### config.mk
export PLATFORM = sky130hd
export DESIGN_NAME = dmem_arbiter
export DESIGN_NICKNAME = d
export VERILOG_FILES = /design/src/rtl/dmem_arb_pkg.sv /design/src/rtl/dmem_rr_pick.sv /design/src/rtl/dmem_arbiter.sv
export SDC_FILE = /design/constraint.sdc
export NUM_CORES = 1
export LEC_CHECK = 0
export CORE_AREA = 2 2 119 121
export DETAILED_ROUTE_END_ITERATION = 8
export DIE_AREA = 0 0 121 123
export GPL_ROUTABILITY_DRIVEN = 0
export PLACE_DENSITY = 0.7
export SYNTH_ARGS = -nofsm -noshare
export SYNTH_HDL_FRONTEND = slang
export SYNTH_SLANG_ARGS = --single-unit
### constraint.sdc
create_clock -name clk -period 7.4 [get_ports clk]
set_input_delay 1.48 -clock clk [delete_from_list [all_inputs] [get_ports clk]]
set_output_delay 1.48 -clock clk [all_outputs]
set_load 0.05 [all_outputs]
### src/rtl/dmem_arb_pkg.sv
// Shared types, defaults and helpers for the data-memory arbiter.
package dmem_arb_pkg;

    typedef enum logic [1:0] {
        ARB   = 2'd0,
        LOCK0 = 2'd1,
        LOCK1 = 2'd2
    } arb_state_t;

    typedef logic port_idx_t;

    localparam int unsigned DEF_DEPTH    = 64;
    localparam int unsigned DEF_LOCK_MAX = 8;

    // Byte address is misaligned or its word index falls outside the memory.
    function automatic logic addr_err(input logic [31:0] addr, input int unsigned depth);
        logic [31:0] word_idx;
        word_idx = {2'b00, addr[31:2]};
        return (addr[1:0] != 2'b00) || (word_idx >= depth);
    endfunction

endpackage

### src/rtl/dmem_rr_pick.sv
// Two-way round-robin picker; the mask restricts which ports may be granted.
module dmem_rr_pick
    import dmem_arb_pkg::*;
(
    input  logic [1:0] valid,
    input  port_idx_t  last_grant,
    input  logic [1:0] mask,
    output logic [1:0] grant
);

    logic [1:0] req;

    // One-hot grant; on a tie the port that did not win last time goes first.
    always_comb begin
        req   = valid & mask;
        grant = 2'b00;
        case (req)
            2'b01:   grant = 2'b01;
            2'b10:   grant = 2'b10;
            2'b11:   grant = (last_grant == 1'b1) ? 2'b01 : 2'b10;
            default: grant = 2'b00;
        endcase
    end

endmodule

### src/rtl/dmem_arbiter.sv
// Shares the single-port data memory between the core LSU (port 0) and DMA/debug (port 1).
module dmem_arbiter
    import dmem_arb_pkg::*;
#(
    parameter int unsigned DATA_W   = 32,
    parameter int unsigned DEPTH    = DEF_DEPTH,
    parameter int unsigned LOCK_MAX = DEF_LOCK_MAX
) (
    input  logic              clk,
    input  logic              reset,

    input  logic              req0_valid,
    input  logic              req0_write,
    input  logic              req0_lock,
    input  logic [31:0]       req0_addr,
    input  logic [DATA_W-1:0] req0_wdata,
    output logic              req0_ready,
    output logic              rsp0_valid,
    output logic [DATA_W-1:0] rsp0_rdata,
    output logic              rsp0_err,

    input  logic              req1_valid,
    input  logic              req1_write,
    input  logic              req1_lock,
    input  logic [31:0]       req1_addr,
    input  logic [DATA_W-1:0] req1_wdata,
    output logic              req1_ready,
    output logic              rsp1_valid,
    output logic [DATA_W-1:0] rsp1_rdata,
    output logic              rsp1_err,

    output logic              mem_MemRead,
    output logic              mem_MemWrite,
    output logic [31:0]       mem_addr,
    output logic [DATA_W-1:0] mem_wdata,
    input  logic [DATA_W-1:0] mem_rdata,

    output logic              lock_timeout
);

    localparam int unsigned CNT_W = $clog2(LOCK_MAX + 1);

    arb_state_t        state;
    port_idx_t         last_grant;
    logic [CNT_W-1:0]  idle_cnt;

    logic [1:0]        valid_vec;
    logic [1:0]        mask;
    logic [1:0]        grant;
    logic              xfer;
    port_idx_t         sel;
    logic              sel_write;
    logic              sel_lock;
    logic [31:0]       sel_addr;
    logic [DATA_W-1:0] sel_wdata;
    logic              sel_err;
    logic              hold_lock;

    // Eligible ports: both in ARB, only the owner in LOCK, none in reset or the timeout cycle.
    always_comb begin
        valid_vec = {req1_valid, req0_valid};
        mask      = 2'b00;
        if (reset && !lock_timeout) begin
            case (state)
                ARB:     mask = 2'b11;
                LOCK0:   mask = 2'b01;
                LOCK1:   mask = 2'b10;
                default: mask = 2'b00;
            endcase
        end
    end

    dmem_rr_pick u_pick (
        .valid      (valid_vec),
        .last_grant (last_grant),
        .mask       (mask),
        .grant      (grant)
    );

    // Steer the granted request onto the memory port and the ready lines.
    always_comb begin
        xfer       = |grant;
        sel        = port_idx_t'(grant[1]);
        sel_write  = sel ? req1_write : req0_write;
        sel_lock   = sel ? req1_lock  : req0_lock;
        sel_addr   = sel ? req1_addr  : req0_addr;
        sel_wdata  = sel ? req1_wdata : req0_wdata;
        sel_err    = addr_err(sel_addr, DEPTH);
        hold_lock  = sel_lock && !sel_err;

        req0_ready   = grant[0];
        req1_ready   = grant[1];
        mem_MemRead  = xfer && !sel_err && !sel_write;
        mem_MemWrite = xfer && !sel_err && sel_write;
        mem_addr     = xfer ? {2'b00, sel_addr[31:2]} : 32'd0;
        mem_wdata    = xfer ? sel_wdata : '0;
    end

    // Lock FSM, idle counter, timeout pulse and round-robin history.
    always_ff @(posedge clk or negedge reset) begin
        if (!reset) begin
            state        <= ARB;
            idle_cnt     <= '0;
            lock_timeout <= 1'b0;
            last_grant   <= 1'b1;
        end else begin
            lock_timeout <= 1'b0;
            if (xfer) begin
                last_grant <= sel;
            end
            case (state)
                ARB: begin
                    idle_cnt <= '0;
                    if (xfer && hold_lock) begin
                        state <= sel ? LOCK1 : LOCK0;
                    end
                end
                LOCK0, LOCK1: begin
                    if (xfer) begin
                        idle_cnt <= '0;
                        if (!hold_lock) begin
                            state <= ARB;
                        end
                    end else if (idle_cnt == CNT_W'(LOCK_MAX - 1)) begin
                        state        <= ARB;
                        idle_cnt     <= '0;
                        lock_timeout <= 1'b1;
                    end else begin
                        idle_cnt <= idle_cnt + CNT_W'(1);
                    end
                end
                default: begin
                    state    <= ARB;
                    idle_cnt <= '0;
                end
            endcase
        end
    end

    // One-cycle response per accepted request; load data captured at the accepting edge.
    always_ff @(posedge clk or negedge reset) begin
        if (!reset) begin
            rsp0_valid <= 1'b0;
            rsp0_err   <= 1'b0;
            rsp0_rdata <= '0;
            rsp1_valid <= 1'b0;
            rsp1_err   <= 1'b0;
            rsp1_rdata <= '0;
        end else begin
            rsp0_valid <= grant[0];
            rsp0_err   <= grant[0] && sel_err;
            rsp0_rdata <= (grant[0] && mem_MemRead) ? mem_rdata : '0;
            rsp1_valid <= grant[1];
            rsp1_err   <= grant[1] && sel_err;
            rsp1_rdata <= (grant[1] && mem_MemRead) ? mem_rdata : '0;
        end
    end

endmodule

==> impl_metrics.py, run 1 <==
metrics = {
    "floorplanning": {
        "std_cell_rows": 43,
        "start_util_pct": 27.3,
        "ioPinCount": 305,
        "die_h_um": 123,
        "coreArea_sq_um": 13600,
        "die_area_sq_um": 14900,
        "die_w_um": 121,
    },
    "finish": {
        "diodes": 0,
        "area_delta_synth_final_pct": 93.6,
        "fin_nets": 876,
        "drive_gt1_share_pct": 5.37,
        "layout.cell_area.non_filler_sq_um": 7190,
    },
    "power_and_ir_drop": {
        "intPower_uw": 961,
        "clockPowerShare_pct": 30.0,
        "swShare_pct": 37.2,
        "p_comb_share_pct": 41.6,
        "p_seq_share_pct": 28.5,
        "power_density_nw_per_um2": 213,
        "ir_worst_vdd_v": 0.000128,
        "p_leak_nw": 3.11,
        "power.switching_uw": 569,
    },
    "critical_path": {
        "start_kind": "input pin",
        "reg2reg_depth": 9,
        "crit_required_ps": 5920,
        "worstPathArrival_ps": 4700,
        "ff2ff_setup_slack_ps": 4340,
        "critPathMaxFanout": 25,
        "crit_chain": "clkdlybuf4s50_1 -> nand4bb_1 -> or2_1 -> a21o_1 -> buf_4 -> inv_1 -> buf_4 -> a22o_1 -> clkdlybuf4s50_1",
        "slowest_delay_ps": 800,
        "endpoint_kind": "output port",
        "worstSetupPathType": "in2out",
        "crit_slowest_cell": "clkdlybuf4s50_1",
    },
    "placed_design": {
        "dpl_cell_area_sq_um": 6870,
        "hpwl_um": 11600,
        "io_buffers": 302,
    },
    "clock_tree": {
        "numClockSinks": 76,
        "cts_tree": "done",
        "root_buffer": "clkbuf_16",
        "path_clk_slew_ps": 50,
        "cts_max_level": 3,
        "cts_resized": 0,
        "max-clock-path-buffers": 2,
        "clk_latency_ps": 320,
        "post_cts_buffers": 0,
        "cts_made_buffers": 9,
        "cts_hold_buf": 0,
    },
    "yosys": {
        "post_synth_num_cell_types": 41,
        "ys_ff_latch": 76,
        "syn_inst": 409,
        "synth_edf_count": 0,
        "netlist_top_cells_area": "dfrtp_1 51%, and2_1 11%, nand2_1 11%",
        "ys.flop_type": "dfrtp_1",
        "netlist_area_sq_um": 3710,
        "synthMostInstantiatedCell": "nand2_1",
        "synth_top_area_share_pct": 50.5,
        "ys_seq_area_share_pct": 51.2,
        "async_flop_share_pct": 100,
        "synthTopCellsByCount": "107 x nand2_1, 75 x dfrtp_1, 65 x and2_1",
        "synth_top_cell_by_area": "dfrtp_1",
        "syn_area_per_cell_sq_um": 9.08,
        "ys_warn_count": 0,
    },
    "status": {
        "status": "complete, no violations",
    },
    "worst_hold_path": {
        "hp-class": "reg2reg",
        "min_path_cells": 1,
    },
    "sta": {
        "slew_viol_final": 0,
        "worstMarginPinSlew_ps": 907,
        "fin_skew_ps": 5.06,
        "rsz0062_at_grt": "no",
        "fin_crit_ps": 6180,
        "slew_headroom_pct": 39.6,
        "clock.fmax_ghz": 0.162,
        "timing.final.crit_share_pct": 83.6,
        "hold_viol_final": 0,
        "fin_tns_setup_ps": 0,
        "finalSetupViolCount": 0,
    },
    "routing": {
        "drt-total-wl_um": 14800,
        "routed-via-count": 4100,
        "via_per_inst": 4.62,
        "drcViolationCount": 0,
        "postRouteAntennaNets": 0,
        "first_pass_iters": 6,
        "wl_per_cell_um": 16.7,
        "drt_iter0_drc": 227,
    },
    "global_routing": {
        "grt_pass1_vias": 4245,
        "grt-ovfl-total": 0,
        "antenna_found_initial": 0,
        "grt_util_all_layers_pct": 18.9,
        "grt_max_degree": 75,
        "grt_pass1_wl_um": 21900,
    },
    "job": {
        "maxCapViolations": 0,
    },
}
## kinds of logic (layout without fill, tap and decap cells)
kind of cell	count (synthesis)	after routing	share of synthesized area, %
and+or+nand+nor	217	217	29.3
DFF	76	76	51.2
AOI/OAI and AO/OA	70	70	11.4
buffers and inverters	34	331	4.45
adders and majority gates	6	6	2.02
muxes	4	4	1.25
other	1	2	0.101
xor gates and xnor gates	1	1	0.236
## critical path, delay by kind of cell
kind | cells | cell delay, ps
AO/OA/AOI/OAI | 2 | 330
buffers and inverters | 5 | 2380
AND/OR/NAND/NOR | 2 | 490
## cell usage in the layout (no fill, tap or decap), types with 4 or more instances in the layout
| master | count |
|---|---|
| dfrtp_1 | 75 |
| a21oi_1 | 51 |
| nand3b_1 | 4 |
| inv_1 | 6 |
| nor4_1 | 12 |
| nor3_1 | 5 |
| ha_1 | 6 |
| clkbuf_16 | 9 |
| nand2_1 | 107 |
| and2_1 | 65 |
| buf_4 | 14 |
| nor2_1 | 8 |
| a22o_1 | 12 |
| clkdlybuf4s50_1 | 294 |
## flip-flops by register name, summed over array words and instances (netlist names)
name          count
rsp0_rdata       32
rsp1_rdata       32
idle_cnt          4
state             2
last_grant        1
lock_timeout      1
rsp0_err          1
rsp0_valid        1
rsp1_err          1
rsp1_valid        1
## path summary, 6_finish.rpt
check | start | endpoint
setup / recovery | req1_valid | mem_wdata[11]
setup reg to reg | state[0]$_DFFE_PN0P_ | state[1]$_DFFE_PN0P_
hold reg to reg | idle_cnt[0]$_DFF_PN0_ | idle_cnt[0]$_DFF_PN0_
min in group asynchronous | reset | rsp1_valid$_DFF_PN0_
hold / removal | idle_cnt[0]$_DFF_PN0_ | idle_cnt[0]$_DFF_PN0_
max in group asynchronous | reset | rsp1_rdata[21]$_DFF_PN0_
## layout make-up
cell class | instances | area, sq um
fillers | 1249 | 6420
repair buffers | 308 | 3050
flip-flops and latches | 76 | 1900
multi-input cells | 300 | 1670
clock buffers | 11 | 233
well taps | 180 | 225
clock inverters | 5 | 86.3
inverters | 7 | 26.3
## metal layers
metal  routed length, um  up-vias  GRT usage, %
met5                   0        -             0
met4                 537        0          7.92
met3                1350       34          5.26
met2                7490      235          33.7
met1                5450     1900          21.3
li1                    -     1931             -
## through the flow
| step | util [%] | worst slack (ps) | cells | hold WS (ps) | total power, mW |
|---|---|---|---|---|---|
| floorplan | - | 2300 | 410 | 439 | 0.814 |
| global placement | 50.5 | 1260 | 871 | 451 | 1.07 |
| detailed placement | 50.5 | 1220 | 871 | 476 | 1.08 |
| CTS | 52.8 | 1200 | 887 | 500 | 1.54 |
| global route | 52.8 | 998 | 887 | 523 | 1.60 |
| finish | 52.8 | 1220 | 887 | 507 | 1.53 |
## power by group through the flow
stage / sequential (mW) / clock, mW / combinational [mW]
CTS: 0.436 / 0.468 / 0.639
global route: 0.437 / 0.490 / 0.675
global placement: 0.442 / 0 / 0.631
detailed placement: 0.443 / 0 / 0.634
finish: 0.436 / 0.459 / 0.636
floorplan: 0.453 / 0 / 0.360
Power figures use the tool's default switching activity.
==> run 2: changes to the inputs <==
Settings changed: CORE_AREA 2 2 119 121 to not set, CORE_ASPECT_RATIO set to 0.6, CORE_UTILIZATION set to 30, DIE_AREA 0 0 121 123 to not set, PLACE_DENSITY 0.7 to 0.78.
Clock period 7.4 ns to 5.2 ns, I/O delays scaled along.
==> run 2 against run 1 <==
Compared with the run above:
- sequential share of layout area shrank 0.19 points
- non-clock buffer count is 1 higher
- clock skew fell by 1.7 ps
- routed wire length down 7.9%
- clock power is 20% higher
- sequential power up 42%
- first-iteration DRC count is 16% higher
- global-route usage is 1.3 points higher
- final area increased by 0.73%
- largest power group unchanged
==> impl_metrics.py, run 2 (synthesis gave the netlist of run 1 again) <==
metrics = {
    "worst_hold_path": {
        "hp-class": "reg2reg",
        "hold_end": "idle_cnt[0]$_DFF_PN0_",
        "worstHoldStart": "idle_cnt[0]$_DFF_PN0_",
        "min_path_cells": 1,
    },
    "global_routing": {
        "busiest_layer": "met2",
        "globalRouteMet1Util_pct": 27.8,
        "grt_max_degree": 66,
        "grt_util_all_layers_pct": 20.2,
        "grt_pass1_vias": 3737,
        "grt-ovfl-total": 0,
        "grt_pass1_wl_um": 19800,
        "grt_use_met2_pct": 30.9,
        "use_met3_pct": 6.41,
        "antenna_found_initial": 0,
    },
    "sta": {
        "fin_tns_setup_ps": 0,
        "whs_ps": 482,
        "timing.final.crit_share_pct": 84.2,
        "hold_viol_final": 0,
        "clock.fmax_ghz": 0.228,
        "slew_headroom_pct": 40.0,
        "finalSetupViolCount": 0,
        "rsz0062_at_grt": "no",
        "fin_crit_ps": 4380,
        "slew_viol_final": 0,
        "fin_skew_ps": 3.40,
        "worstMarginPinSlew_ps": 897,
    },
    "clock_tree": {
        "root_buffer": "clkbuf_16",
        "post_cts_buffers": 0,
        "cts_made_buffers": 9,
        "cts_hold_buf": 0,
        "max-clock-path-buffers": 2,
        "cts_tree": "done",
        "numClockSinks": 76,
        "cts_resized": 0,
        "path_clk_slew_ps": 50,
        "cts_max_level": 3,
        "clk_latency_ps": 320,
    },
    "finish": {
        "regArea_sq_um": 1900,
        "final_common_cell": "clkdlybuf4s50_1",
        "fin_nets": 877,
        "final_cell_mix": "235 x clkdlybuf4s50_1, 107 x nand2_1, 75 x dfrtp_1, 65 x and2_1, 53 x buf_4",
        "area_delta_synth_final_pct": 95.0,
        "multi_input_area_sq_um": 1670,
        "instances_no_fill": 873,
        "final_util_pct": 60.0,
        "nFillCells": 962,
        "reg_top3": "rsp0_rdata (32), rsp1_rdata (32), idle_cnt (4)",
        "diodes": 0,
        "drive_gt1_share_pct": 14.0,
    },
    "critical_path": {
        "r2r-start": "state[0]$_DFFE_PN0P_",
        "reg2reg_to": "state[1]$_DFFE_PN0P_",
        "worstPathArrival_ps": 3340,
        "crit_required_ps": 4160,
        "worstSetupPathType": "in2out",
        "reg2reg_depth": 8,
        "endpoint_kind": "output port",
        "start_kind": "input pin",
        "critPathMaxFanout": 48,
        "ff2ff_setup_slack_ps": 2280,
    },
    "floorplanning": {
        "start_util_pct": 30.8,
        "ioPinCount": 305,
        "die_w_um": 146,
        "die_area_sq_um": 12800,
        "std_cell_rows": 31,
        "die_h_um": 88.2,
        "coreArea_sq_um": 12100,
    },
    "routing": {
        "wl_per_cell_um": 15.7,
        "postRouteAntennaNets": 0,
        "drt-total-wl_um": 13700,
        "routed-via-count": 4051,
        "drcViolationCount": 0,
        "drt_iter0_drc": 263,
        "first_pass_iters": 4,
        "via_per_inst": 4.64,
    },
    "placed_design": {
        "dp_cells": 857,
        "io_buffers": 302,
        "hpwl_um": 10800,
    },
    "power_and_ir_drop": {
        "power_mw": 2.12,
        "power_density_nw_per_um2": 293,
        "p_leak_nw": 3.25,
        "ir_worst_vdd_v": 0.000149,
    },
    "status": {
        "status": "complete, no violations",
    },
    "job": {
        "maxCapViolations": 0,
    },
}
[run 2: area by class of cell]
class	instances	share of cell area [%]
inverter	7	0.363
timing repair buffer	309	43.8
sequential	76	26.3
clock inverter	6	0.536
clock buffer	10	3.16
multi-input combinational	300	23.0
tap	165	2.85
[run 2: worst max path at each step]
stage,startpoint,endpoint,slack [ps]
after CTS,req1_valid,mem_wdata[1],840
after detailed placement,req1_valid,mem_wdata[1],860
after global placement,req1_valid,mem_addr[6],950
final,req0_valid,mem_wdata[1],820
after floorplan,req0_valid,mem_MemRead,980
after global routing,req0_valid,mem_wdata[1],680
[run 2: critical path: stages]
cell and delay (ps):
clkdlybuf4s50_1 450, and3b_1 250, and2_1 180, o21ai_2 130, inv_2 650, nand2_1 160
a21oi_1 200, buf_4 230
[run 2: per-layer routing]
metal,routed length (um),vias up
li1,-,1937
met1,6010,1891
met2,6380,204
met3,1100,19
met4,176,0
met5,0,-
[run 2: power by group]
group          internal (mW)  switching [mW]  total (mW)
Sequential             0.608          0.0119       0.620
Clock                  0.321           0.227       0.549
Combinational          0.372           0.582       0.955
[run 2: stage by stage]
step                setup WS, ps  instance area (sq um)
detailed placement           857                   6970
global placement             949                   6970
global route                 683                   7240
CTS                          841                   7240
floorplan                    981                   3720
finish                       820                   7240
==> run 3: changes to the inputs <==
Clock period 5.2 ns to 3.57 ns, I/O delays scaled along.
==> run 3 against run 2 <==
Compared with the run above:
- clock skew about the same
- critical path depth is 1 lower
- routed wire length is 2.9% higher
- die area unchanged
- worst setup slack worse by 740 ps
==> impl_metrics.py, run 3 (synthesis gave the netlist of run 1 again) <==
metrics = {
    "status": {
        "status": "complete, no violations",
    },
    "critical_path": {
        "endpoint_kind": "output port",
        "crit_required_ps": 2860,
        "reg2reg_depth": 9,
        "worstSetupPathType": "in2out",
        "worstPathArrival_ps": 2770,
        "crit_chain": "clkdlybuf4s50_1 -> nor4_1 -> nand4_1 -> nor3_1 -> mux2i_1 -> nor3b_2 -> buf_12",
        "reg2reg_to": "rsp0_rdata[13]$_DFF_PN0_",
        "critPathBufInv": 2,
        "r2r-start": "state[0]$_DFFE_PN0P_",
        "start_kind": "input pin",
        "ff2ff_setup_slack_ps": 1000,
        "slowest_delay_ps": 450,
        "critPathTopFamily": "simple AND/OR/NAND/NOR gates",
        "critPathMaxFanout": 3,
        "crit_slowest_cell": "nor4_1",
    },
    "sta": {
        "worst_slack_ps": 81.7,
        "whs_ps": 231,
        "hold_viol_final": 0,
        "worstMarginPinSlew_ps": 811,
        "timing.final.crit_share_pct": 97.7,
        "finalSetupViolCount": 0,
        "clock.fmax_ghz": 0.287,
        "fin_tns_setup_ps": 0,
        "slew_headroom_pct": 45.9,
        "slew_viol_final": 0,
        "rsz0062_at_grt": "no",
        "fin_skew_ps": 3.76,
        "fin_crit_ps": 3490,
    },
    "finish": {
        "layout.cell_area.non_filler_sq_um": 7330,
        "fin_nets": 881,
        "instances_no_fill": 875,
        "reg_top3": "rsp0_rdata (32), rsp1_rdata (32), idle_cnt (4)",
        "final_common_cell": "clkdlybuf4s50_1",
        "nFillCells": 964,
        "drive_gt1_share_pct": 14.8,
        "final_cell_mix": "235 x clkdlybuf4s50_1, 107 x nand2_1, 75 x dfrtp_1, 65 x and2_1, 55 x buf_4",
        "diodes": 0,
        "area_delta_synth_final_pct": 97.5,
    },
    "global_routing": {
        "antenna_found_initial": 0,
        "grt_max_degree": 68,
        "grt_pass1_wl_um": 20300,
        "grt-ovfl-total": 0,
        "grt_pass1_vias": 3768,
        "grt_util_all_layers_pct": 21.0,
    },
    "routing": {
        "drt_iter0_drc": 231,
        "via_per_inst": 4.69,
        "postRouteAntennaNets": 0,
        "drcViolationCount": 0,
        "drt-total-wl_um": 14100,
        "wl_per_cell_um": 16.1,
        "routed-via-count": 4105,
        "first_pass_iters": 5,
    },
    "floorplanning": {
        "die_w_um": 146,
        "coreArea_sq_um": 12100,
        "start_util_pct": 30.8,
        "ioPinCount": 305,
        "std_cell_rows": 31,
        "die_h_um": 88.2,
        "die_area_sq_um": 12800,
    },
    "placed_design": {
        "hpwl_um": 11000,
        "place_ws_ps": 101,
        "io_buffers": 302,
        "dpl_cell_area_sq_um": 7030,
        "dp_cells": 861,
    },
    "clock_tree": {
        "numClockSinks": 76,
        "cts_max_level": 3,
        "clk_latency_ps": 320,
        "root_buffer": "clkbuf_16",
        "max-clock-path-buffers": 2,
        "cts_made_buffers": 9,
        "cts_tree": "done",
        "post_cts_buffers": 0,
        "path_clk_slew_ps": 50,
    },
    "power_and_ir_drop": {
        "p_leak_nw": 3.30,
        "power_density_nw_per_um2": 435,
        "ir_worst_vdd_v": 0.000217,
    },
    "job": {
        "maxCapViolations": 0,
    },
    "worst_hold_path": {
        "hp-class": "in2async",
    },
}
run 3: worst max-delay path by stage:
stage	slack (ps)	endpoint	cells after the start	startpoint
after floorplan	90	mem_MemWrite	7	lock_timeout$_DFF_PN0_
after global placement	180	mem_wdata[14]	8	req0_valid
after detailed placement	100	mem_wdata[6]	8	req0_valid
after CTS	20	mem_wdata[6]	9	state[0]$_DFFE_PN0P_
after global routing	8	mem_addr[12]	10	state[0]$_DFFE_PN0P_
final	80	mem_MemRead	7	req1_addr[8]
run 3: worst reg2reg max path: stages (launching register included):
cell and delay, ps:
dfrtp_1 440, inv_1 120, ha_1 250, or2_1 270
and2_1 180, a21o_1 250, buf_12 190, mux2i_2 200
and3_4 430, and2_1 190
run 3: routing by layer:
layer / part of all wire (%) / track usage [%] / up-vias
met5: 0 / 0 / -
met4: 1.2 / 6.41 / 0
met3: 7.6 / 5.57 / 19
met2: 47 / 32.5 / 197
met1: 45 / 28.9 / 1946
li1: - / - / 1943
run 3: repair_timing:
item                       CTS  global route
hold buffers                 0             0
resized for setup            0             4
setup endpoints to repair    0            45
run 3: power by group:
| part | leakage [nW] | switching, mW | internal [mW] |
|---|---|---|---|
| clock | 0.140 | 0.317 | 0.551 |
| combinational | 2.10 | 0.863 | 0.556 |
| sequential | 1.05 | 0.0175 | 0.886 |
run 3: area by class of cell:
type,count,area (sq um),share of cell area [%]
timing repair buffer,313,3230,44.0
clock inverter,4,51.3,0.699
multi-input combinational,300,1680,22.9
inverter,7,28.8,0.392
tap,165,206,2.81
sequential,76,1900,25.9
clock buffer,10,239,3.26
run 3: metrics by stage:
stage / utilization, % / total power [mW]
floorplan: - / 1.69
global route: 60.8 / 3.33
global placement: 58.3 / 2.31
CTS: 60.7 / 3.21
detailed placement: 58.3 / 2.33
finish: 60.8 / 3.19
